File: config.mk
export PLATFORM = sky130hd
export DESIGN_NAME = bram_port_arbiter
export DESIGN_NICKNAME = d
export VERILOG_FILES = /design/src/rtl/bram_port_arbiter.sv
export SDC_FILE = /design/constraint.sdc
export NUM_CORES = 1
export LEC_CHECK = 0
export ABC_AREA = 1
export BUFFER_PORTS_ARGS = -buffer_cell sky130_fd_sc_hd__buf_2
export CORE_MARGIN = 10
export CORE_UTILIZATION = 36
export DETAILED_ROUTE_END_ITERATION = 10
export PLACE_DENSITY = 0.87
export RECOVER_POWER = 100
export SLEW_MARGIN = 20
export SYNTH_ARGS = -nofsm -noshare
export SYNTH_HDL_FRONTEND = slang
export SYNTH_SLANG_ARGS = --single-unit
export TNS_END_PERCENT = 20
File: constraint.sdc
create_clock -name clk_i -period 2.25 [get_ports clk_i]
set_input_delay 0.675 -clock clk_i [delete_from_list [all_inputs] [get_ports clk_i]]
set_output_delay 0.675 -clock clk_i [all_outputs]
set_load 0.02 [all_outputs]
File: src/rtl/bram_port_arbiter.sv
// bram_port_arbiter: round-robin sharing of one single-port BRAM between requesters A and B
module bram_port_arbiter #(
  parameter  int DataWidth = 8,
  parameter  int Depth     = 1024,
  localparam int AddrWidth = $clog2(Depth) + 1
) (
  input  logic                 clk_i,
  input  logic                 rst_n_i,
  input  logic                 a_valid_i,
  output logic                 a_ready_o,
  input  logic                 a_write_i,
  input  logic [AddrWidth-1:0] a_addr_i,
  input  logic [DataWidth-1:0] a_wdata_i,
  output logic                 a_rsp_valid_o,
  output logic                 a_rsp_err_o,
  output logic [DataWidth-1:0] a_rsp_data_o,
  input  logic                 b_valid_i,
  output logic                 b_ready_o,
  input  logic                 b_write_i,
  input  logic [AddrWidth-1:0] b_addr_i,
  input  logic [DataWidth-1:0] b_wdata_i,
  output logic                 b_rsp_valid_o,
  output logic                 b_rsp_err_o,
  output logic [DataWidth-1:0] b_rsp_data_o,
  output logic                 mem_we_o,
  output logic [AddrWidth-1:0] mem_addr_o,
  output logic [DataWidth-1:0] mem_wdata_o,
  input  logic [DataWidth-1:0] mem_rdata_i
);
  localparam logic [AddrWidth-1:0] DepthA = AddrWidth'(Depth);
  logic last_b_q, last_b_d, pend_q, pend_d, own_b_q, own_b_d, rd_q, rd_d, err_q, err_d;
  logic gnt_a, gnt_b, gnt, sel_write, in_range, rsp_a, rsp_b;
  logic [AddrWidth-1:0] sel_addr;
  logic [DataWidth-1:0] sel_wdata;
  // Grant, BRAM drive and next response bookkeeping; nothing is granted while in reset
  always_comb begin
    gnt_a = rst_n_i & a_valid_i & (~b_valid_i | last_b_q);
    gnt_b = rst_n_i & b_valid_i & (~a_valid_i | ~last_b_q);
    gnt = gnt_a | gnt_b;
    sel_write = gnt_b ? b_write_i : a_write_i;
    sel_addr = gnt_b ? b_addr_i : a_addr_i;
    sel_wdata = gnt_b ? b_wdata_i : a_wdata_i;
    in_range = sel_addr < DepthA;
    a_ready_o = gnt_a;
    b_ready_o = gnt_b;
    mem_we_o = gnt & sel_write & in_range;
    mem_addr_o = (gnt & in_range) ? sel_addr : '0;
    mem_wdata_o = gnt ? sel_wdata : '0;
    last_b_d = gnt ? gnt_b : last_b_q;
    pend_d = gnt;
    own_b_d = gnt_b;
    rd_d = gnt & ~sel_write & in_range;
    err_d = gnt & ~in_range;
  end
  // Registered owner/op/error of the op accepted last cycle; last_grant resets to B
  always_ff @(posedge clk_i) begin
    if (!rst_n_i) begin
      last_b_q <= 1'b1;
      pend_q <= 1'b0;
      own_b_q <= 1'b0;
      rd_q <= 1'b0;
      err_q <= 1'b0;
    end else begin
      last_b_q <= last_b_d;
      pend_q <= pend_d;
      own_b_q <= own_b_d;
      rd_q <= rd_d;
      err_q <= err_d;
    end
  end
  // Response steering; read data passes straight through from the BRAM, killed during reset
  always_comb begin
    rsp_a = rst_n_i & pend_q & ~own_b_q;
    rsp_b = rst_n_i & pend_q & own_b_q;
    a_rsp_valid_o = rsp_a;
    b_rsp_valid_o = rsp_b;
    a_rsp_err_o = rsp_a & err_q;
    b_rsp_err_o = rsp_b & err_q;
    a_rsp_data_o = (rsp_a & rd_q) ? mem_rdata_i : '0;
    b_rsp_data_o = (rsp_b & rd_q) ? mem_rdata_i : '0;
  end
endmodule

# After elaboration in Yosys (flattened, before gate mapping)
# Cells that the tools add are included.
[op_classes] magnitude_cmp=1 bitwise=26 n_mux=7
[ops] operator="$mux 8" count=4
[ops] operator="$mux 11" count=2
[ops] operator="$and 1x1->1" count=17
[ops] operator="$lt 11x11->1 const B" count=1
[ops] operator="$not 1->1" count=6
[ops] operator="$or 1x1->1" count=3
[ops] operator="$mux 1" count=1
[totals] register_bits=5 word_cells=39

# Depth between registers and ports, before layout
# Gate-level depths: netlist (run 1).
[logic_depth] depth_word=7 ltp_mapped=8 mapped_depth_nobuf=7

# Worst setup path before layout (run 1)
# Ideal clock, no wire load.
[synth_timing] kind="input to output" startpoint="input b_valid_i" endpoint="output mem_wdata_o[0]" path_slack_ns=0.136 arrival_ns=1.439 cell_stages=6 path_cell_list="nand2_2 > a21oi_2 > nand2_1 > nand2_1 > nand2_1 > inv_1"
[synth_between] elab_cells_between_ends=8
[synth_lines] item="start: declaration" line_no="17" rtl="input logic b_valid_i,"
[synth_lines] item="$and 1x1->1 (*) (2 in a row)" line_no="38" rtl="gnt_b = rst_n_i & b_valid_i & (~a_valid_i | ~last_b_q);"
[synth_lines] item="net b_ready_o" line_no="18" rtl="output logic b_ready_o,"
[synth_lines] item="$mux 8 or $or 1x1->1 (tied branches)" line_no="42, 39"
[synth_lines] item="$mux 8 (*)" line_no="48" rtl="mem_wdata_o = gnt ? sel_wdata : '0;"
[synth_lines] item="end: declaration" line_no="27" rtl="output logic [DataWidth-1:0] mem_wdata_o,"
# The timed path passes the listed nets; every way through them passes the cells marked *.

# Worst setup path in the final report (run 1)
[layout_timing] startpoint="input b_valid_i" endpoint="output mem_wdata_o[1]"
[layout_between] elab_chain_cells=5 elab_cells_between_ends=8
[layout_rtl] item="$not 1->1" line_no="37" rtl="gnt_a = rst_n_i & a_valid_i & (~b_valid_i | last_b_q);"
[layout_rtl] item="$or 1x1->1" line_no="37"
[layout_rtl] item="$and 1x1->1" line_no="37"
[layout_rtl] item="$or 1x1->1" line_no="39" rtl="gnt = gnt_a | gnt_b;"
[layout_rtl] item="$mux 8 (*)" line_no="48"
# Every way passes the cells marked *; elsewhere a longest branch is shown, timed or not.

==> results of run 1 <==
==> flip-flops by register name, indices dropped and copies added, names as in the netlist <==
name	flops
own_b_q	1
rd_q	1
err_q	1
last_b_q	1
pend_q	1
==> critical path: stages <==
cell and delay [ns]:
buf_8 0.09, nand2_8 0.06, buf_4 0.13, a21oi_2 0.11, buf_6 0.14, nand2_1 0.06
nand2_1 0.07, nand2_1 0.09, inv_2 0.06, buf_6 0.11
==> per-layer routing <==
layer	track usage (%)	routed length, um	up-vias
met2	26.1	2260	84
met3	9.59	641	12
met1	13.4	1500	636
met4	9.49	106	0
li1	-	-	683
met5	0	0	-
==> worst paths after layout <==
check / end / cells past startpoint
setup / recovery: mem_wdata_o[1] / 10
hold / removal: own_b_q / 1
setup reg to reg: rd_q / 7
hold reg to reg: own_b_q / 1
==> cells in the mapped netlist, drive strengths merged <==
library cell	n	share of area (%)
inv	34	16
a21oi	2	1.7
buf	7	7.5
dfxtp	5	12
clkinv	1	0.62
o211ai	1	0.92
nor2	30	17
nand3	16	10
nand2	64	32
a21boi	1	0.92
o21ai	1	0.62
conb	1	0.46
==> power by group through the flow <==
stage | logic, mW | clock network, mW | registers (mW)
finish | 0.333 | 0.107 | 0.101
global route | 0.357 | 0.113 | 0.102
CTS | 0.280 | 0.104 | 0.0991
detailed placement | 0.235 | 0 | 0.100
global placement | 0.232 | 0 | 0.100
floorplan | 0.137 | 0 | 0.0994
==> cells by family (layout without fill, tap and decap cells) <==
logic type             Yosys count  count (layout)
other                            1               1
AOI/OAI and AO/OA                5               5
and+or+nand+nor                110             110
DFF                              5               5
buffers and inverters           42             147
==> metrics by stage <==
stage          instances  total power [mW]  utilization [%]  setup slack, ns
6_report             296             0.541             80.2          -0.0310
5_1_grt              296             0.572             80.2          -0.0966
4_1_cts              297             0.484             73.4          -0.0214
3_5_place_dp         288             0.335             62.7          -0.0608
3_3_place_gp         288             0.332             62.7          -0.0313
2_1_floorplan        163             0.236                -            0.136
==> repair_timing <==
item | in CTS | in global routing
setup buffers | 4 | 0
cloned | 1 | 1
endpoints found under the setup margin | 19 | 31
hold buffers | 0 | 0
hold endpoints to repair | 0 | 0
pin swaps | 14 | 13
gates resized for setup | 42 | 46
==> final cells by class <==
| class | instances | area [sq um] |
|---|---|---|
| Clock buffer | 4 | 26.3 |
| Fill cell | 154 | 429 |
| Inverter | 35 | 139 |
| Multi-Input combinational cell | 116 | 647 |
| Sequential cell | 5 | 101 |
| Tap cell | 28 | 35.0 |
| Timing Repair Buffer | 108 | 792 |
==> qor.yml, run 1 <==
clock_tree:
  cts_root_buf: "clkbuf_4"
  htreeDepth: 1
  clkSinkCount: 5
  cts_buffers: 3
  cts_buffer_depth: 2
  cts_tree: "done"
  clk-insertion-delay-late_ns: 0.25
  clk_pin_slew_ns: 0.04
layout:
  drive_above_1_share_pct: 54.1
  antenna_cells: 0
  finalInstanceArea_sq_um: 1740
  layout_commonest_cell: "buf_2"
  fin_nets: 321
  most-common-layout-cells: "buf_2, nand2_1, inv_1"
  syn_to_final_growth_pct: 114
setup_path:
  worst_setup_path_start_kind: "input pin"
  crit_fanout: 9
  reg2reg_from: "last_b_q"
  worst_ep_required_time_ns: 1.57
  startpoint: "b_valid_i"
  setup.worst_path.end_class: "output port"
  r2r_slack_ns: 0.96
  arrival_ns: 1.61
  path_class: "input pin to output port"
synth:
  synth_compound_area_share_pct: 4.16
  synth_top_family_by_area: "simple AND/OR/NAND/NOR gates"
  synth_mux_area_share_pct: 0
  yosys.area_share.adder_pct: 0
  synth_simple_gate_area_share_pct: 59.2
  seq_area_frac_synth_pct: 12.3
  syn-num-nets: 215
  avgSynthCellArea_sq_um: 4.98
  syn_area_sq_um: 812
  ys_seq_elements: 5
  ys_warn_count: 0
  netlist_instances: 163
  yosys.area_share.xor_xnor_pct: 0
  ys_types: 20
timing:
  hold_violations: 0
  finalCritPeriodShare_pct: 101
  drv_slew: 0
  fin_worst_skew_ns: 0.00487
  rsz0062_at_grt: "yes"
  tns_ns: -0.0480
  fmax_mhz: 438
  min_period_ns: 2.28
  finalSetupViolations: 2
  postLayoutSetupSlackWorst_ns: -0.0310
  finalHoldWorstSlack_ns: 0.553
floorplanning:
  coreArea_sq_um: 2170
  die_h_um: 67.5
  start_util_pct: 37.4
  num_io_pins: 94
  dieArea_sq_um: 4560
  rows: 17
  fp.dieW_um: 67.5
drt:
  viasPerCell: 4.78
  drt-total-wl_mm: 4.50
  vias: 1415
  drt_iter0_markers: 55
  drc: 0
  postRouteAntennaNets: 0
  wl_per_cell_um: 15.2
  dr.pass1.iters: 4
power:
  internal_power_uw: 316
  pwr-share-comb_pct: 61.5
  p_switching_uw: 225
  switching_share_pct: 41.6
  p_leak_nw: 1.11
  power_frac_clock_pct: 19.9
  power_frac_seq_pct: 18.7
  powerDensity_nw_per_um2: 311
  vdd_drop_max_v: 0.000231
global_route:
  grt_pass1_vias: 1352
  grt_pass1_wl_mm: 5.56
  grt_overflow: 0
  antenna_found_initial: 0
  grt_max_degree: 12
  track_usage_pct: 15.3
place:
  gp_congestion: 0.812
  io_buffers: 92
  dpl.hpwl_mm: 2.95
  placed_cell_area_sq_um: 1360
outcome:
  run_status: "complete, but fails checks"
  violations: "setup timing"
run:
  maxCapViolCount: 0
hold_path:
  hold_class: "flop to flop"
  hold_path_startpoint: "last_b_q"
Note: power is estimated with default switching activity, not from simulation.
==> inputs of run 2 (changes only) <==
--- a/config.mk
+++ b/config.mk
@@ -8,9 +8,9 @@
 export ABC_AREA = 1
 export BUFFER_PORTS_ARGS = -buffer_cell sky130_fd_sc_hd__buf_2
 export CORE_MARGIN = 10
-export CORE_UTILIZATION = 36
+export CORE_UTILIZATION = 33
 export DETAILED_ROUTE_END_ITERATION = 10
-export PLACE_DENSITY = 0.87
+export PLACE_DENSITY = 0.81
 export RECOVER_POWER = 100
 export SLEW_MARGIN = 20
 export SYNTH_ARGS = -nofsm -noshare
==> constraint.sdc (replaced) <==
create_clock -name clk_i -period 2.6 [get_ports clk_i]
set_input_delay 0.78 -clock clk_i [delete_from_list [all_inputs] [get_ports clk_i]]
set_output_delay 0.78 -clock clk_i [all_outputs]
set_load 0.02 [all_outputs]
==> run 2 against run 1 <==
  * The run now ends clean
  * Final cell count is 3.0% lower
  * Register-to-register slack improved by 0.41 ns
  * Routed wire length decreased by 27%
  * Clock skew down 0.0047 ns
  * Worst hold slack worse by 0.017 ns
  * Sequential power is 15% lower
  * Global-route usage decreased by 2.2 points
  * Critical endpoint is now mem_we_o
  * Flip-flop and latch count did not move
==> qor.yml, run 2 (synthesis gave the netlist of run 1 again) <==
power:
  power_frac_seq_pct: 23.1  # was 18.7%
  p_leak_nw: 0.963  # was 1.11 nW
  power.total_uw: 370  # was 541 uW
  switching_share_pct: 40.0  # was 41.6%
  powerDensity_nw_per_um2: 273  # was 311 nW/um^2
  vdd_drop_max_v: 0.000140  # was 0.000231 V
  internal_power_uw: 222  # was 316 uW
  pwr-share-comb_pct: 53.3  # was 61.5%
  power_frac_clock_pct: 23.6  # was 19.9%
  p_switching_uw: 148  # was 225 uW
drt:
  viasPerCell: 4.23  # was 4.78
  vias: 1215  # was 1415
  drc: 0  # unchanged
  drt-total-wl_mm: 3.30  # was 4.50 mm
  wl_per_cell_um: 11.5  # was 15.2 um
  drt_iter0_markers: 19  # was 55
  dr.pass1.iters: 4  # unchanged
  postRouteAntennaNets: 0  # unchanged
clock_tree:
  htreeDepth: 1  # unchanged
  cts_tree: "done"  # unchanged
  cts_root_buf: "clkbuf_4"  # unchanged
  cts_buffers: 3  # unchanged
  clk-insertion-delay-late_ns: 0.24  # was 0.25 ns
  hold_buffers: 0  # unchanged
  clk_pin_slew_ns: 0.04  # about the same
  cts_buffer_depth: 2  # unchanged
  clkSinkCount: 5  # unchanged
layout:
  finalInstanceArea_sq_um: 1360  # was 1740 sq um
  fin_util_pct: 59.5  # was 80.2%
  fin_nets: 312  # was 321
  multi_input_area_sq_um: 529  # was 647 sq um
  regArea_sq_um: 100  # was 101 sq um
  stdcell_count: 287  # was 296
  drive_above_1_share_pct: 44.0  # was 54.1%
  n_fill_cell: 266  # was 154
  syn_to_final_growth_pct: 66.9  # was 114%
  antenna_cells: 0  # unchanged
  most-common-layout-cells: "nand2_1, buf_2, inv_1"  # was buf_2, nand2_1, inv_1
  layout_commonest_cell: "nand2_1"  # was buf_2
timing:
  drv_slew: 0  # unchanged
  postLayoutSetupSlackWorst_ns: 0.0852  # was -0.0310 ns
  hold_violations: 0  # unchanged
  fmax_mhz: 398
  tns_ns: 0  # was -0.0480 ns
  finalSetupViolations: 0  # was 2
  fin_worst_skew_ns: 0.000172  # was 0.00487 ns
  finalHoldWorstSlack_ns: 0.536  # was 0.553 ns
  finalCritPeriodShare_pct: 96.7
  rsz0062_at_grt: "no"  # was yes
  min_period_ns: 2.51
setup_path:
  worst_ep_required_time_ns: 1.82  # was 1.57 ns
  r2r_slack_ns: 1.37  # was 0.96 ns
  r2r_cells: 6  # was 7
  r2r-end: "err_q"  # was rd_q
  reg2reg_from: "last_b_q"  # unchanged
  worst_setup_path_start_kind: "input pin"  # unchanged
  path_class: "input pin to output port"  # unchanged
  arrival_ns: 1.73  # was 1.61 ns
  setup.worst_path.end_class: "output port"  # unchanged
  crit_fanout: 12  # was 9
floorplanning:
  dieArea_sq_um: 4840  # was 4560 sq um
  start_util_pct: 35.7  # was 37.4%
  rows: 17  # unchanged
  die_h_um: 69.6  # was 67.5 um
  num_io_pins: 94  # unchanged
  fp.dieW_um: 69.6  # was 67.5 um
  coreArea_sq_um: 2280  # was 2170 sq um
place:
  placed_cell_area_sq_um: 1320  # was 1360 sq um
  dp.cells: 283  # was 288
  io_buffers: 92  # unchanged
  gp_congestion: 0.800  # was 0.812
  dpl.hpwl_mm: 2.92  # was 2.95 mm
  place_ws_ns: 0.0543  # was -0.0608 ns
hold_path:
  worstHoldPathCells: 1  # unchanged
  holdPathEnd: "own_b_q"  # unchanged
  hold_path_startpoint: "last_b_q"  # unchanged
  hold_class: "flop to flop"  # unchanged
global_route:
  antenna_found_initial: 0  # unchanged
  met3_usage_pct: 7.42  # was 9.59%
  grt_overflow: 0  # unchanged
  grt_max_degree: 15  # was 12
  grt_pass1_vias: 1230  # was 1352
  busiest_layer: "met2"  # unchanged
  grtUsageMet2_pct: 20.5  # was 26.1%
  track_usage_pct: 13.2  # was 15.3%
  met1_usage_pct: 14.4  # was 13.4%
  grt_pass1_wl_mm: 5.49  # was 5.56 mm
outcome:
  run_status: "completed"  # was complete, but fails checks
run:
  maxCapViolCount: 0  # unchanged
==> run 2: cell types whose count changed in the layout (fill, tap and decap cells not counted), sizes merged <==
| cell | delta |
|---|---|
| clkbuf | +35 |
| buf | -44 |
==> run 2: area by class of cell <==
type | count | area share, %
Sequential cell | 5 | 7.39
Multi-Input combinational cell | 116 | 39.1
Tap cell | 28 | 2.59
Inverter | 35 | 9.88
Timing Repair Buffer | 99 | 39.2
Clock buffer | 4 | 1.94
==> run 2: repair_timing <==
action	CTS	global route
endpoints found under the setup margin	0	13
resized for setup	0	4
setup buffers	0	0
==> run 2: worst max path at each step <==
stage               startpoint              to  slack (ns)  cells after the start
floorplan            b_valid_i  mem_wdata_o[0]        0.28                      6
global placement       rst_n_i   mem_addr_o[6]        0.08                     10
detailed placement     rst_n_i   mem_addr_o[1]        0.05                     10
CTS                    rst_n_i   mem_addr_o[1]        0.06                     10
global route         a_valid_i   mem_addr_o[6]       0.007                      8
finish                 rst_n_i        mem_we_o        0.09                      9
==> run 2: critical path, stage by stage <==
cell and delay [ns]:
buf_2 0.11, nand2_2 0.09, inv_4 0.09, nand2_8 0.08, nand2_2 0.08, nand3_2 0.09
buf_12 0.16, nor2_1 0.08, buf_2 0.17
==> run 2: layer usage <==
layer / vias up / part of all wire (%)
met3: 2 / 16
met2: 71 / 45
met5: - / 0
met4: 0 / 0.64
li1: 662 / -
met1: 480 / 39
==> run 2: power by group through the flow <==
stage / Clock, mW / Combinational (mW) / Sequential [mW]
after global placement: 0 / 0.195 / 0.0865
after detailed placement: 0 / 0.197 / 0.0866
final: 0.0874 / 0.197 / 0.0855
after global routing: 0.0984 / 0.223 / 0.0862
after floorplan: 0 / 0.118 / 0.0860
after CTS: 0.0925 / 0.198 / 0.0854
==> inputs of run 3 (changes only) <==
==> constraint.sdc (replaced) <==
create_clock -name clk_i -period 2.6 [get_ports clk_i]
set_input_delay 0 -clock clk_i [delete_from_list [all_inputs] [get_ports clk_i]]
set_output_delay 0 -clock clk_i [all_outputs]
set_load 0.02 [all_outputs]
==> run 3 against run 2 <==
  * Maximum frequency is 16% higher
  * Via count down 1.6%
  * Core utilization fell by 6.0 points
  * Count of clock-buffer cells in the layout unchanged
  * Flip-flop and latch count did not move
  * Final cell count down 2.4%
  * Setup slack gained 0.34 ns
  * Routed wire length up 1.5%
  * Non-clock buffer count shrank 7
  * Sequential share of layout area increased by 0.83 points
  * Critical path depth fell by 3
==> qor.yml, run 3 (synthesis gave the netlist of run 1 again) <==
power:
  vdd_drop_max_v: 0.000278  # was 0.000140 V
  power_frac_seq_pct: 23.9  # was 23.1%
  internal_power_uw: 203  # was 222 uW
  switching_share_pct: 42.7  # was 40.0%
  power.total_uw: 355  # was 370 uW
  powerDensity_nw_per_um2: 291  # was 273 nW/um^2
  p_leak_nw: 0.816  # was 0.963 nW
  p_switching_uw: 151  # was 148 uW
  pwr-share-comb_pct: 48.9  # was 53.3%
  power_frac_clock_pct: 27.2  # was 23.6%
timing:
  finalCritPeriodShare_pct: 83.6  # was 96.7%
  tns_ns: 0  # unchanged
  worst_pin_slew_ns: 0.640
  slew_headroom_pct: 57.4
  finalSetupViolations: 0  # unchanged
  rsz0062_at_grt: "no"  # unchanged
  fin_worst_skew_ns: 0.00405  # was 0.000172 ns
  drv_slew: 0  # unchanged
  min_period_ns: 2.17  # was 2.51 ns
  hold_violations: 0  # unchanged
  fmax_mhz: 460  # was 398 MHz
floorplanning:
  num_io_pins: 94  # unchanged
  start_util_pct: 35.7  # unchanged
  fp.dieW_um: 69.6  # unchanged
  dieArea_sq_um: 4840  # unchanged
  rows: 17  # unchanged
  die_h_um: 69.6  # unchanged
  coreArea_sq_um: 2280  # unchanged
setup_path:
  path_class: "flop to output port"  # was input pin to output port
  crit_buf_inv: 1  # was 4
  cp_top_family: "simple AND/OR/NAND/NOR gates"  # was buffers and inverters
  arrival_ns: 2.17  # was 1.73 ns
  slowest_delay_ns: 0.36  # was 0.17 ns
  worst_setup_path_start_kind: "flop"  # was input pin
  crit_path_cell_trace: "nand2_1 -> nand2_4 -> nand2_2 -> nand3_2 -> nor2_2 -> clkbuf_1"  # was buf_2 -> nand2_2 -> inv_4 -> nand2_8 -> nand2_2 -> nand3_2 -> buf_12 -> nor2_1 -> buf_2
  crit_fanout: 23  # was 12
  setup.worst_path.end_class: "output port"  # unchanged
  worst_ep_required_time_ns: 2.60  # was 1.82 ns
  slowest_stage: "nand2_1"  # was buf_2
clock_tree:
  cts_root_buf: "clkbuf_4"  # unchanged
  clk_pin_slew_ns: 0.05  # was 0.04 ns
  cts_resized: 0  # unchanged
  cts_setup_buffers: 0  # unchanged
  cts_buffers: 3  # unchanged
  clk-insertion-delay-late_ns: 0.25  # was 0.24 ns
  cts_tree: "done"  # unchanged
  clkSinkCount: 5  # unchanged
  htreeDepth: 1  # unchanged
  cts_buffer_depth: 2  # unchanged
  hold_buffers: 0  # unchanged
layout:
  fin_util_pct: 53.5  # was 59.5%
  n_fill_cell: 287  # was 266
  layout_commonest_cell: "nand2_1"  # unchanged
  antenna_cells: 0  # unchanged
  fin_nets: 305  # was 312
  syn_to_final_growth_pct: 50.1  # was 66.9%
  most-common-layout-cells: "nand2_1, buf_2, clkbuf_1"  # was nand2_1, buf_2, inv_1
  drive_above_1_share_pct: 29.4  # was 44.0%
drt:
  drt_iter0_markers: 13  # was 19
  vias: 1195  # was 1215
  dr.pass1.iters: 4  # unchanged
  postRouteAntennaNets: 0  # unchanged
  drc: 0  # unchanged
  viasPerCell: 4.27  # was 4.23
  wl_per_cell_um: 11.9  # was 11.5 um
  drt-total-wl_mm: 3.35  # was 3.30 mm
global_route:
  grt_pass1_vias: 1208  # was 1230
  grt_overflow: 0  # unchanged
  grtUsageMet2_pct: 20.0  # was 20.5%
  grt_max_degree: 24  # was 15
  grt_pass1_wl_mm: 5.29  # was 5.49 mm
  met1_usage_pct: 13.6  # was 14.4%
  antenna_found_initial: 0  # unchanged
  busiest_layer: "met2"  # unchanged
  met3_usage_pct: 8.27  # was 7.42%
  track_usage_pct: 12.7  # was 13.2%
hold_path:
  hold_class: "input pin to flop"  # was flop to flop
run:
  maxCapViolCount: 0  # unchanged
outcome:
  run_status: "completed"  # unchanged
place:
  gp_congestion: 0.798  # was 0.800
  io_buffers: 92  # unchanged
  dpl.hpwl_mm: 2.84  # was 2.92 mm
[run 3: cell types whose count changed in the layout (fill, tap and decap cells not counted), sizes merged]
cell / change
inv: -1
buf: -9
clkinv: +1
clkbuf: +2
[run 3: area by class of cell]
type	instances	area [sq um]	share of cell area [%]
tap	28	35.0	2.87
clock buffer	4	26.3	2.16
multi-input combinational	116	512	42.0
inverter	35	133	10.9
timing repair buffer	92	413	33.9
sequential	5	100	8.21
[run 3: routing by layer]
| metal | wire, um | share of wire (%) |
|---|---|---|
| met3 | 489 | 15 |
| met1 | 1410 | 42 |
| met4 | 23 | 0.69 |
| met2 | 1430 | 43 |
| met5 | 0 | 0 |
[run 3: worst paths after layout]
check | from | to | slack (ns) | cells past startpoint
setup / recovery | last_b_q | mem_addr_o[9] | 0.43 | 6
hold / removal | a_valid_i | own_b_q | 0.006 | 2
setup reg to reg | last_b_q | rd_q | 0.86 | 5
hold reg to reg | last_b_q | own_b_q | 0.51 | 1
[run 3: power groups by stage]
stage	Clock [mW]	Sequential, mW	Combinational [mW]
after floorplan	0	0.0860	0.118
after global routing	0.101	0.0857	0.197
after global placement	0	0.0864	0.179
final	0.0965	0.0849	0.173
after CTS	0.0959	0.0853	0.181
after detailed placement	0	0.0866	0.180
[run 3: worst register-to-register path: stages, from the launching register on]
cell and delay (ns):
dfxtp_1 0.33, nand2_1 0.36, nand2_4 0.25, nand2_2 0.23, nand3_2 0.32, nor2_1 0.17
[run 3: through the flow]
stage          instance area [sq um]  setup WS [ns]  hold slack (ns)  std cells
5_1_grt                         1220          0.219           0.0132        280
6_report                        1220          0.426          0.00604        280
3_5_place_dp                    1250          0.916            0.271        276
4_1_cts                         1270          0.636           0.0210        280
3_3_place_gp                    1250          0.954            0.271        276
2_1_floorplan                    812           1.52           0.0948        163
